### src/rtl/hw_frame_reader.sv
// hw_frame_reader
//   Streams one stored frame out of a block-RAM frame buffer as AXI4-Stream
//   video (tuser = start of frame, tlast = end of line). Reads are issued
//   against a credit limit so the output skid FIFO can absorb every pixel
//   still in the BRAM read pipeline under arbitrary tready backpressure.
// Ports:
//   aclk, aresetn        clock, asynchronous active-low reset
//   start, busy, done    frame request / in progress / one-cycle completion
//   addr, clk, din, dout, en, rst, we
//                        BRAM read-port interface (write side tied off)
//   m_axis_*             AXI4-Stream video master
module hw_frame_reader #(
  parameter int unsigned AWIDTH       = 17,
  parameter int unsigned DWIDTH       = 16,
  parameter int unsigned WE_WIDTH     = 2,
  parameter int unsigned FRAME_WIDTH  = 320,
  parameter int unsigned FRAME_HEIGHT = 240,
  parameter int unsigned BASE_ADDR    = 0,
  parameter int unsigned RD_LATENCY   = 2,
  parameter int unsigned FIFO_DEPTH   = 8
) (
  input  logic                aclk,
  input  logic                aresetn,
  input  logic                start,
  output logic                busy,
  output logic                done,
  output logic [AWIDTH-1:0]   addr,
  output logic                clk,
  output logic [DWIDTH-1:0]   din,
  input  logic [DWIDTH-1:0]   dout,
  output logic                en,
  output logic                rst,
  output logic [WE_WIDTH-1:0] we,
  output logic [DWIDTH-1:0]   m_axis_tdata,
  output logic                m_axis_tvalid,
  input  logic                m_axis_tready,
  output logic                m_axis_tuser,
  output logic                m_axis_tlast
);

  localparam int unsigned XW = (FRAME_WIDTH > 1) ? $clog2(FRAME_WIDTH) : 1;
  localparam int unsigned YW = (FRAME_HEIGHT > 1) ? $clog2(FRAME_HEIGHT) : 1;
  localparam int unsigned PW = (FIFO_DEPTH > 1) ? $clog2(FIFO_DEPTH) : 1;
  localparam int unsigned CW = $clog2(FIFO_DEPTH + 1);
  localparam logic [XW-1:0] X_LAST  = XW'(FRAME_WIDTH - 1);
  localparam logic [YW-1:0] Y_LAST  = YW'(FRAME_HEIGHT - 1);
  localparam logic [CW:0]   DEPTH_C = (CW + 1)'(FIFO_DEPTH);

  typedef enum logic [1:0] {IDLE, READ, DRAIN} state_t;

  state_t state_q, state_d;

  logic [XW-1:0] x_q;
  logic [YW-1:0] y_q;
  logic [YW-1:0] oy_q;

  logic [RD_LATENCY-1:0] pipe_v;
  logic [RD_LATENCY-1:0] pipe_sof;
  logic [RD_LATENCY-1:0] pipe_eol;

  logic [DWIDTH+1:0] mem [FIFO_DEPTH];
  logic [PW-1:0]     wr_ptr, rd_ptr;
  logic [CW-1:0]     fifo_cnt;
  logic [CW-1:0]     inflight;
  logic [DWIDTH+1:0] head;

  logic accept, push, pop, last_pix, last_beat, credit_ok;

  assign clk = aclk;
  assign din = '0;
  assign rst = 1'b0;
  assign we  = '0;

  // Entries already buffered plus reads still in the BRAM pipeline may never
  // exceed the FIFO size; this is what makes backpressure lossless.
  assign credit_ok = ({1'b0, fifo_cnt} + {1'b0, inflight}) < DEPTH_C;
  assign en        = (state_q == READ) && credit_ok;
  assign accept    = (state_q == IDLE) && start && !done;
  assign last_pix  = (x_q == X_LAST) && (y_q == Y_LAST);
  assign push      = pipe_v[RD_LATENCY-1];

  assign head          = mem[rd_ptr];
  assign m_axis_tvalid = (fifo_cnt != '0);
  // Stale FIFO contents are masked so idle/reset outputs read as zero.
  assign m_axis_tdata  = m_axis_tvalid ? head[DWIDTH+1:2] : '0;
  assign m_axis_tuser  = m_axis_tvalid & head[1];
  assign m_axis_tlast  = m_axis_tvalid & head[0];
  assign pop           = m_axis_tvalid && m_axis_tready;
  assign last_beat     = (state_q == DRAIN) && pop && head[0] && (oy_q == Y_LAST);

  always_comb begin
    state_d = state_q;
    case (state_q)
      IDLE:    if (accept) state_d = READ;
      READ:    if (en && last_pix) state_d = DRAIN;
      DRAIN:   if (last_beat) state_d = IDLE;
      default: state_d = IDLE;
    endcase
  end

  always_ff @(posedge aclk or negedge aresetn) begin
    if (!aresetn) begin
      state_q <= IDLE;
      addr    <= '0;
      x_q     <= '0;
      y_q     <= '0;
      oy_q    <= '0;
      busy    <= 1'b0;
      done    <= 1'b0;
    end else begin
      state_q <= state_d;
      done    <= last_beat;
      if (accept) begin
        busy <= 1'b1;
        addr <= AWIDTH'(BASE_ADDR);
        x_q  <= '0;
        y_q  <= '0;
        oy_q <= '0;
      end else begin
        if (en) begin
          addr <= addr + 1'b1;
          if (x_q == X_LAST) begin
            x_q <= '0;
            y_q <= y_q + 1'b1;
          end else begin
            x_q <= x_q + 1'b1;
          end
        end
        if (pop && head[0]) oy_q <= oy_q + 1'b1;
        if (last_beat) busy <= 1'b0;
      end
    end
  end

  // Position tags travel with the valid bit so they meet their BRAM data.
  always_ff @(posedge aclk or negedge aresetn) begin
    if (!aresetn) begin
      pipe_v   <= '0;
      pipe_sof <= '0;
      pipe_eol <= '0;
    end else begin
      pipe_v[0]   <= en;
      pipe_sof[0] <= (x_q == '0) && (y_q == '0);
      pipe_eol[0] <= (x_q == X_LAST);
      for (int unsigned i = 1; i < RD_LATENCY; i++) begin
        pipe_v[i]   <= pipe_v[i-1];
        pipe_sof[i] <= pipe_sof[i-1];
        pipe_eol[i] <= pipe_eol[i-1];
      end
    end
  end

  always_ff @(posedge aclk or negedge aresetn) begin
    if (!aresetn) begin
      wr_ptr   <= '0;
      rd_ptr   <= '0;
      fifo_cnt <= '0;
      inflight <= '0;
    end else begin
      if (push) wr_ptr <= wr_ptr + 1'b1;
      if (pop)  rd_ptr <= rd_ptr + 1'b1;
      case ({push, pop})
        2'b10:   fifo_cnt <= fifo_cnt + 1'b1;
        2'b01:   fifo_cnt <= fifo_cnt - 1'b1;
        default: fifo_cnt <= fifo_cnt;
      endcase
      case ({en, push})
        2'b10:   inflight <= inflight + 1'b1;
        2'b01:   inflight <= inflight - 1'b1;
        default: inflight <= inflight;
      endcase
    end
  end

  always_ff @(posedge aclk) begin
    if (push) mem[wr_ptr] <= {dout, pipe_sof[RD_LATENCY-1], pipe_eol[RD_LATENCY-1]};
  end

endmodule

### config.mk
export PLATFORM = sky130hd
export DESIGN_NAME = hw_frame_reader
export DESIGN_NICKNAME = d
export VERILOG_FILES = /design/src/rtl/hw_frame_reader.sv
export SDC_FILE = /design/constraint.sdc
export NUM_CORES = 1
export LEC_CHECK = 0
export ABC_AREA = 1
export BUFFER_PORTS_ARGS = -buffer_cell sky130_fd_sc_hd__buf_2
export CAP_MARGIN = 10
export CORE_MARGIN = 2
export CORE_UTILIZATION = 40
export CTS_CLUSTER_DIAMETER = 150
export DETAILED_ROUTE_END_ITERATION = 6
export GPL_ROUTABILITY_DRIVEN = 0
export PLACE_DENSITY_LB_ADDON = 0.12
export SLEW_MARGIN = 20
export SYNTH_ARGS = -nofsm -noshare
export SYNTH_HDL_FRONTEND = slang
export SYNTH_SLANG_ARGS = --single-unit
### constraint.sdc
create_clock -name aclk -period 5.43 [get_ports aclk]
set_input_delay 1.629 -clock aclk [delete_from_list [all_inputs] [get_ports aclk]]
set_output_delay 1.629 -clock aclk [all_outputs]
set_load 0.05 [all_outputs]
==> results by group, run 1 <==
Yosys
  • Synthesized cell area: 0.00984 mm²
  • Avg Cell Area, Syn: 10.1 µm²
  • Synth cell types: 42
  • Gate Count Post-Synth: 975
  • Syn. warnings: 0
  • Area leader, netlist: edfxtp_1
  • Yosys reg bits: 210
  • Synth top area share: 0.439
  • Ranking of synthesized cells by area: edfxtp_1, dfrtp_1, nor2_1
  • Post-synthesis sequential area ratio: 0.607

GRT
  • Vias in the first global route: 6573
  • Total GRT Usage: 0.170
  • Antenna violations before repair: 0
  • M3 GR Usage: 0.0240
  • Largest net degree at the start of global routing: 74
  • Total grt overflow: 0
  • First-pass GRT wire length: between 30000 and 40000 µm
  • GRT Max-Usage Layer: met2
  • GR Util met1: 0.222
  • Met2 usage: 0.289

Cells and area
  • Most common cell after layout, fill and taps aside: nand2_1
  • Area growth syn-to-layout: 13.4%
  • Final instance area: 0.0112 mm²
  • Fin util: 0.460
  • Commonest non-fill, non-tap cells in the layout: nand2_1, nor2_1, edfxtp_1, o21ai_0, inv_1
  • Final #Nets: 1075
  • Proportion of layout cells with a drive suffix above 1: 0.153
  • N_diodes: 0

Setup path
  • CP required: 3.80 ns
  • Setup Crit Path Kind: clk2out
  • Crit path launch type: clock port
  • R2R setup slack: 2.12 ns
  • WP data arrival: roughly 3.2 ns
  • Reg2reg path depth: 12
  • Crit-path max FO: 2
  • Worst reg2reg startpoint: fifo_cnt[1]
  • Reg-to-reg endpoint: fifo_cnt[3]
  • Crit end category: output pin

STA
  • Actual slew at the worst max-slew pin: 1.05 ns
  • Final Hold Viols: 0
  • RSZ-0062 raised after global routing: no
  • Max transition margin: 0.295
  • Setup Skew: 0.0163 ns
  • Setup_tns: 0 ns
  • Max-slew violation count: 0
  • Worst Slack Setup Final: 0.638 ns
  • Final setup fails: 0

Min path
  • Hold Startpoint: pipe_v[0]
  • Hold EP: pipe_v[1]
  • Worst Hold Depth: 0
  • Hold Crit Class: reg2reg

Floorplan
  • Die area: 0.0259 mm²
  • Placement Rows: 57
  • Core ar.: 0.0242 mm²
  • I/O Pins: 79
  • Die width: about 160 µm
  • Initial core utilization: 0.406
  • Chip Height: 161 µm

Clock tree
  • Hold-fix buffers, CTS: 0
  • Clk slew on worst S/H paths: 0.06 ns
  • Setup Fix Bufs, Post-CTS: 0
  • PostCTS Resize Cnt: 0
  • Clk Latency, worst-skew pair: approximately 0.62 ns
  • CTS tree: done

Place
  • Pre-CTS setup slack: approximately 0.9 ns
  • Hpwl dp: 13000 µm
  • Port Buffers: 59
  • Placed cell area: 0.0104 mm²

Flow run
  • Max-cap viol count: 0

Power
  • PwrDens: 576 mW/mm²
  • Peak supply drop: 0.314 mV
  • Leak pwr: 4.65 nW

Routing
  • Drt pass-1 iters: 4
  • Via-to-Cell Ratio: 4.95
  • Post-Route WL: 21700 µm
  • Wire per inst: 15.7 µm
  • Initial DRC count: 392
  • Post-route DRC violation count: 0
  • ANT nets after route: 0
  • Routed via count: 6824

Status
  • Status: completed
## cell usage after synthesis, drive strengths merged
cell,instances
a21boi,1
a21oi,5
and2,2
buf,43
clkbuf,16
clkinv,1
conb,1
dfrtp,66
edfxtp,144
fa,1
ha,17
inv,74
nand2,181
nand3,56
nand3b,1
nand4,34
nor2,168
nor3,5
nor4,2
o211ai,18
o21ai,95
o21bai,4
o22ai,17
or2,3
xnor2,2
xor2,18
## critical path, stage by stage
cell	delay, ns
clkbuf_16	0.12
clkbuf_16	0.13
buf_2	0.20
## worst max path at each step
stage,from,endpoint,slack [ns],cells after the start
after floorplan,aclk,clk,0.92,1
after global placement,aclk,clk,0.90,1
after detailed placement,aclk,clk,0.90,1
after CTS,aclk,clk,0.63,3
after global routing,aclk,clk,0.63,3
final,aclk,clk,0.64,3
## per-layer routing
| layer | wire (µm) | share of wire | up-vias |
|---|---|---|---|
| li1 | - | - | 3408 |
| met5 | 0 | 0 | - |
| met1 | 9890 | 0.46 | 3243 |
| met2 | 10400 | 0.48 | 133 |
| met4 | 521 | 0.024 | 0 |
| met3 | 821 | 0.038 | 40 |
## logic make-up (layout without fill, tap and decap cells)
group / count (synthesis) / count (layout) / share of synthesized area
xor gates and xnor gates: 20 / 20 / 0.0178
DFF: 210 / 210 / 0.607
and+or+nand+nor: 452 / 452 / 0.201
other: 1 / 19 / 0.000381
buffers and inverters: 134 / 196 / 0.0680
adders and majority gates: 18 / 18 / 0.0236
AOI/OAI and AO/OA: 140 / 140 / 0.0822
## state kept, by name, summed over array words and instances, names as in the netlist
signal,count
addr,17
busy,1
done,1
fifo_cnt,4
inflight,4
mem,144
oy_q,8
pipe_eol,2
pipe_sof,2
pipe_v,2
rd_ptr,3
state_q,2
wr_ptr,3
x_q,9
y_q,8
## layout make-up
| cell class | instances | area, µm² |
|---|---|---|
| sequential | 210 | 5980 |
| clock inverter | 16 | 81.3 |
| fill | 2287 | 13100 |
| multi-input combinational | 649 | 3300 |
| timing repair buffer | 72 | 395 |
| inverter | 75 | 289 |
| tap | 324 | 405 |
| clock buffer | 33 | 721 |
## stage by stage
step | power [W] | cells | hold slack, ns
finish | 0.00643 | 1379 | 0.346
global route | 0.00685 | 1379 | 0.356
CTS | 0.00651 | 1379 | 0.348
detailed placement | 0.00489 | 1331 | 0.336
global placement | 0.00487 | 1331 | 0.334
floorplan | 0.00433 | 993 | 0.331
## power breakdown
group	leakage, nW	internal (W)	switching [W]
combinational	2.08	0.000668	0.00193
clock	0.395	0.000941	0.000690
sequential	2.17	0.00199	0.000212
No activity file was read; power rests on OpenSTA's default activity.
==> inputs of run 2 (changes only) <==
==> constraint.sdc (replaced) <==
create_clock -name aclk -period 5.43 [get_ports aclk]
set_input_delay 0.2715 -clock aclk [delete_from_list [all_inputs] [get_ports aclk]]
set_output_delay 0.2715 -clock aclk [all_outputs]
set_load 0.05 [all_outputs]
==> results by group, run 2 (synthesis gave the netlist of run 1 again) <==
Floorplan
  • Placement Rows: 57 (unchanged)
  • Die width: 161 µm (unchanged)
  • Die area: 0.0259 mm² (unchanged)
  • Chip Height: 161 µm (unchanged)
  • Initial core utilization: 0.406 (unchanged)
  • I/O Pins: 79 (unchanged)
  • Core ar.: 0.0242 mm² (unchanged)

STA
  • Final Hold Viols: 0 (unchanged)
  • Max transition margin: 0.338 (+0.0426)
  • Worst Slack Setup Final: 2.00 ns (+1.36 ns)
  • Actual slew at the worst max-slew pin: 0.990 ns (-0.0638 ns)
  • Max-slew violation count: 0 (unchanged)
  • Setup Skew: 0.0128 ns (-0.00349 ns)
  • Setup_tns: 0 ns (unchanged)
  • Final setup fails: 0 (unchanged)
  • RSZ-0062 raised after global routing: no

GRT
  • Vias in the first global route: 6753 (+2.7%)
  • Met2 usage: 0.287 (-0.00176)
  • Antenna violations before repair: 0 (unchanged)
  • GRT Max-Usage Layer: met2
  • Largest net degree at the start of global routing: 74 (unchanged)
  • Total grt overflow: 0 (unchanged)
  • GR Util met1: 0.230 (+0.00793)
  • M3 GR Usage: 0.0222 (-0.00181)
  • First-pass GRT wire length: 35500 µm (+1.6%)
  • Total GRT Usage: 0.171 (+0.00127)

Cells and area
  • Proportion of layout cells with a drive suffix above 1: 0.146 (-0.00695)
  • Area growth syn-to-layout: 15.3%
  • Commonest non-fill, non-tap cells in the layout: nand2_1, nor2_1, edfxtp_1, o21ai_0, inv_1
  • # fillers: 2295 (+0.35%)
  • Most common cell after layout, fill and taps aside: nand2_1
  • Fin util: 0.468 (+0.00748)
  • Final #Nets: 1092 (+1.6%)
  • N_diodes: 0 (unchanged)
  • Leading registers by flop count: mem: 144 flops, addr: 17 flops, x_q: 9 flops
  • Most flops, register: mem
  • Max FFs per register: 144 (unchanged)

Setup path
  • Crit path launch type: clock port
  • Crit end category: output pin
  • Worst path top cell family by delay: buffers and inverters
  • Setup Crit Path Kind: clk2out
  • Crit-path max FO: 2 (unchanged)
  • WP data arrival: 3.16 ns (about the same)
  • Crit-path cells: clkbuf_16 -> clkbuf_16 -> buf_2
  • Critical-path top delay cell: buf_2
  • Buf/Inv on CP: 3 (unchanged)
  • CP required: 5.16 ns (+1.36 ns)
  • CP peak stage delay: 0.20 ns (about the same)
  • Critical Path Most Common Cell: clkbuf_16

Routing
  • Via-to-Cell Ratio: 4.91 (-0.86%)
  • Initial DRC count: 424 (+8.2%)
  • ANT nets after route: 0 (unchanged)
  • Wire per inst: 15.6 µm (-0.65%)
  • Post-Route WL: 21800 µm (+0.50%)
  • Post-route DRC violation count: 0 (unchanged)
  • Routed via count: 6844 (+0.29%)
  • Drt pass-1 iters: 4 (unchanged)

Power
  • Peak supply drop: 0.498 mV (+59%)
  • Leak pwr: 4.72 nW (+1.5%)
  • Sequential share of power: 0.333 (-0.010)
  • PwrDens: 569 mW/mm² (-1.2%)
  • P_int: 0.00365 W (+1.3%)
  • NetSw: 0.00281 W (-0.74%)
  • Power share of the clock group: 0.256 (+0.002)
  • Logic pwr share: 0.411 (+0.007)
  • Sw Share: 0.435 (-0.00504)

Place
  • Hpwl dp: 12700 µm (-2.3%)
  • Pre-CTS setup slack: 2.19 ns (+1.29 ns)
  • Port Buffers: 59 (unchanged)

Clock tree
  • Clk Latency, worst-skew pair: 0.61 ns (about the same)
  • Clk slew on worst S/H paths: 0.06 ns (about the same)
  • Setup Fix Bufs, Post-CTS: 0 (unchanged)
  • CTS tree: done

Min path
  • Hold Crit Class: reg2reg

Status
  • Status: completed

Flow run
  • Max-cap viol count: 0 (unchanged)
-- run 2: cell types whose count changed in the layout (fill, tap and decap cells not counted), sizes merged --
cell,previous run,this run
dlygate4sd3,0,18
clkbuf,32,35
clkinv,14,11
buf,73,72
bufinv,0,1
clkinvlp,2,1
inv,75,74
-- run 2: area by class of cell --
cell class	instances	area, µm²	area share
Multi-Input combinational cell	649	3290	0.290
Timing Repair Buffer	89	568	0.0501
Clock inverter	12	83.8	0.00739
Clock buffer	36	732	0.0645
Inverter	75	289	0.0255
Tap cell	324	405	0.0357
Sequential cell	210	5980	0.527
-- run 2: layer usage --
layer / vias up / share of wire
met5: - / 0
met4: 0 / 0.022
met3: 34 / 0.034
met2: 117 / 0.47
met1: 3251 / 0.47
li1: 3442 / -
-- run 2: per-stage QoR --
stage	total power (W)	instance area (µm²)	cells	hold slack, ns
after floorplan	0.00433	9910	993	-0.0241
after global placement	0.00489	10400	1330	0.334
after detailed placement	0.00490	10400	1330	0.335
after CTS	0.00655	11300	1395	0.349
after global routing	0.00690	11300	1395	0.369
final	0.00645	11300	1395	0.348
-- run 2: worst paths after layout --
check	slack, ns	endpoint	from	cells past startpoint
worst max register to register	2.18	fifo_cnt[3]	fifo_cnt[1]	12
min in group asynchronous	0.37	addr[16]	aresetn	3
worst max-delay path	2.00	clk	aclk	3
max in group asynchronous	4.39	rd_ptr[0]	aresetn	3
worst min register to register	0.35	pipe_sof[1]	pipe_sof[0]	0
worst min-delay path	0.35	pipe_sof[1]	pipe_sof[0]	0
-- run 2: power by group through the flow --
stage | sequential, W | combinational [W] | clock (W)
after floorplan | 0.00220 | 0.00209 | 0.0000397
after global placement | 0.00218 | 0.00267 | 0.0000351
after detailed placement | 0.00218 | 0.00268 | 0.0000351
after CTS | 0.00215 | 0.00270 | 0.00170
after global routing | 0.00218 | 0.00294 | 0.00178
final | 0.00215 | 0.00265 | 0.00165
-- run 2: what timing repair did --
| item | CTS | global route |
|---|---|---|
| gates resized for setup | 0 | 0 |
| endpoints found under the setup margin | 0 | 0 |
| hold buffers | 18 | 0 |
| hold endpoints to repair | 195 | 0 |
==> inputs of run 3 (changes only) <==
--- a/config.mk
+++ b/config.mk
@@ -5,7 +5,7 @@
 export SDC_FILE = /design/constraint.sdc
 export NUM_CORES = 1
 export LEC_CHECK = 0
-export ABC_AREA = 1
+export ABC_AREA = 0
 export BUFFER_PORTS_ARGS = -buffer_cell sky130_fd_sc_hd__buf_2
 export CAP_MARGIN = 10
 export CORE_MARGIN = 2
==> constraint.sdc (replaced) <==
create_clock -name aclk -period 3.4 [get_ports aclk]
set_input_delay 0.17 -clock aclk [delete_from_list [all_inputs] [get_ports aclk]]
set_output_delay 0.17 -clock aclk [all_outputs]
set_load 0.05 [all_outputs]
==> results by group, run 3 <==
Cells and area
  • Proportion of layout cells with a drive suffix above 1: 0.219 (+0.0734)
  • Max FFs per register: 144 (unchanged)
  • Most common cell after layout, fill and taps aside: edfxtp_1
  • Final #Nets: 735 (-33%)
  • Area growth syn-to-layout: 18.0%
  • Final instance area: 0.0106 mm² (-6.2%)
  • N_diodes: 0 (unchanged)
  • Commonest non-fill, non-tap cells in the layout: edfxtp_1, dfrtp_1, buf_2, nor2_1, mux4_2
  • Most flops, register: mem
  • Leading registers by flop count: mem: 144 flops, addr: 17 flops, x_q: 9 flops
  • Post-route insts no fill: 992 (-29%)
  • # fillers: 1922 (-16%)

Setup path
  • WP data arrival: 2.76 ns (-0.40 ns)
  • Crit-path cells: buf_4 -> mux4_2 -> mux2i_1 -> nor2_1 -> buf_2
  • Critical-path top delay cell: dfrtp_2
  • CP peak stage delay: 0.72 ns (+0.52 ns)
  • Worst path top cell family by delay: multiplexers
  • Crit end category: output pin
  • CP required: 3.23 ns (-1.93 ns)
  • Crit-path max FO: 16 (+14)
  • Crit path launch type: flip-flop
  • Setup Crit Path Kind: reg2out
  • Buf/Inv on CP: 2 (-1)

Clock tree
  • CTS tree: done
  • Hold-fix buffers, CTS: 18 (unchanged)
  • Setup Fix Bufs, Post-CTS: 0 (unchanged)
  • Clk slew on worst S/H paths: 0.06 ns (about the same)
  • PostCTS Resize Cnt: 0 (unchanged)
  • Clk Latency, worst-skew pair: 0.62 ns (about the same)

Routing
  • Wire per inst: 18.0 µm (+15%)
  • Post-route DRC violation count: 0 (unchanged)
  • Via-to-Cell Ratio: 5.17 (+5.4%)
  • Drt pass-1 iters: 4 (unchanged)
  • Post-Route WL: 17900 µm (-18%)
  • ANT nets after route: 0 (unchanged)
  • Initial DRC count: 277 (-35%)
  • Routed via count: 5132 (-25%)

Yosys
  • Area leader, netlist: edfxtp_1
  • Synth cell types: 49 (+17%)
  • Number of enable flip-flop cells after synthesis: 144 (unchanged)
  • Synth top area share: 0.480 (+0.0405)
  • Commonest cells in the netlist: edfxtp_1, dfrtp_1, nor2_1
  • Yosys reg bits: 210 (unchanged)
  • Gate Count Post-Synth: 595 (-39%)
  • Post-synthesis sequential area ratio: 0.663 (+0.0559)
  • Most common cell in the netlist: edfxtp_1
  • Avg Cell Area, Syn: 15.1 µm² (+50%)
  • Ys flop type: edfxtp_1
  • Async SR Flop Fraction: 0.314 (unchanged)
  • Syn. warnings: 0 (unchanged)
  • Ranking of synthesized cells by area: edfxtp_1, dfrtp_1, mux4_2
  • Synthesized cell area: 0.00901 mm² (-8.4%)

Place
  • Placed cell area: 0.00969 mm² (-6.5%)
  • Port Buffers: 59 (unchanged)
  • Placed Cells: 931 (-30%)
  • Hpwl dp: 10800 µm (-14%)

STA
  • Final setup fails: 0 (unchanged)
  • Max-slew violation count: 0 (unchanged)
  • Setup Skew: 0.00923 ns (-0.00361 ns)
  • Final Hold Viols: 0 (unchanged)
  • FMAX: 0.341 GHz
  • Fin crit share: 0.862
  • Setup_tns: 0 ns (unchanged)
  • Hold Slack: 0.0374 ns (-0.310 ns)
  • Min Clock Period, post-route: 2.93 ns
  • Max transition margin: 0.418 (+0.0795)
  • Actual slew at the worst max-slew pin: 0.871 ns (-0.119 ns)
  • RSZ-0062 raised after global routing: no

GRT
  • Total GRT Usage: 0.156 (-0.0153)
  • Antenna violations before repair: 0 (unchanged)
  • Total grt overflow: 0 (unchanged)
  • Vias in the first global route: 5304 (-21%)
  • First-pass GRT wire length: 28900 µm (-19%)
  • Largest net degree at the start of global routing: 35 (-53%)

Floorplan
  • Chip Height: 154 µm (-4.2%)
  • I/O Pins: 79 (unchanged)
  • Die area: 0.0238 mm² (-8.2%)
  • Die width: 154 µm (-4.2%)
  • Initial core utilization: 0.410 (+0.00450)
  • Placement Rows: 54 (-5.3%)
  • Core ar.: 0.0220 mm² (-9.4%)

Power
  • Design Power: 0.00940 W (+46%)
  • Leak pwr: 4.12 nW (-13%)
  • PwrDens: 884 mW/mm² (+55%)
  • Peak supply drop: 0.612 mV (+23%)

Flow run
  • Max-cap viol count: 0 (unchanged)

Status
  • Status: completed

Min path
  • Hold Crit Class: in2reg
[run 3: cell types whose count changed after synthesis, moves of 31 or more]
cell,delta
nand2_1,-130
nand3_1,-31
nor2_1,-106
mux4_2,+34
o21ai_0,-77
inv_1,-54
[run 3: final cells by class]
| cell class | instances | area [µm²] | area share |
|---|---|---|---|
| Clock inverter | 8 | 77.6 | 0.00729 |
| Clock buffer | 36 | 699 | 0.0657 |
| Tap cell | 280 | 350 | 0.0329 |
| Timing Repair Buffer | 94 | 643 | 0.0604 |
| Sequential cell | 210 | 5980 | 0.562 |
| Multi-Input combinational cell | 348 | 2830 | 0.266 |
| Inverter | 16 | 60.1 | 0.00565 |
[run 3: worst register-to-register path: cells and delay by family (launching register included)]
kind,cells,cell delay (ns)
adders and majority gates,2,0.57
and+or+nand+nor,1,0.06
AOI/OAI and AO/OA,3,1.10
DFF,1,0.46
buffers and inverters,1,0.20
xor gates and xnor gates,2,0.28
[run 3: path summary, 6_finish.rpt]
kind / from / cells past startpoint / slack, ns / endpoint
setup / recovery: rd_ptr[0] / 5 / 0.47 / m_axis_tdata[6]
hold / removal: start / 3 / 0.04 / oy_q[4]
setup reg to reg: fifo_cnt[1] / 9 / 0.61 / fifo_cnt[3]
hold reg to reg: pipe_v[0] / 0 / 0.35 / pipe_v[1]
max in group asynchronous: aresetn / 3 / 2.48 / rd_ptr[0]
min in group asynchronous: aresetn / 2 / 0.14 / addr[5]
[run 3: metrics by stage]
step | setup slack (ns) | util
CTS | 0.389 | 0.485
global placement | 0.661 | 0.441
detailed placement | 0.589 | 0.441
global route | 0.252 | 0.485
finish | 0.469 | 0.485
floorplan | 0.821 | -
[run 3: routing by layer]
layer  up-vias  track usage  wire length (µm)
met5         -            0                 0
met4         0       0.0579               459
met3        31       0.0242               660
met2       101        0.263              8840
met1      2599        0.205              7910
li1       2401            -                 -
[run 3: cells by family (layout without fill, tap and decap cells)]
logic type,Yosys count,in the layout,synth area share
flops,210,210,0.663
simple gates,180,180,0.103
mux,59,59,0.113
buf+inv,55,154,0.0332
xor+xnor,40,40,0.0389
compound gates,32,32,0.0225
fa+ha+maj,18,18,0.0258
other cells,1,19,0.000416
[run 3: power breakdown]
part / switching [W] / internal, W / leakage, nW
Sequential: 0.000357 / 0.00314 / 2.17
Combinational: 0.00217 / 0.00120 / 1.57
Clock: 0.00103 / 0.00151 / 0.384
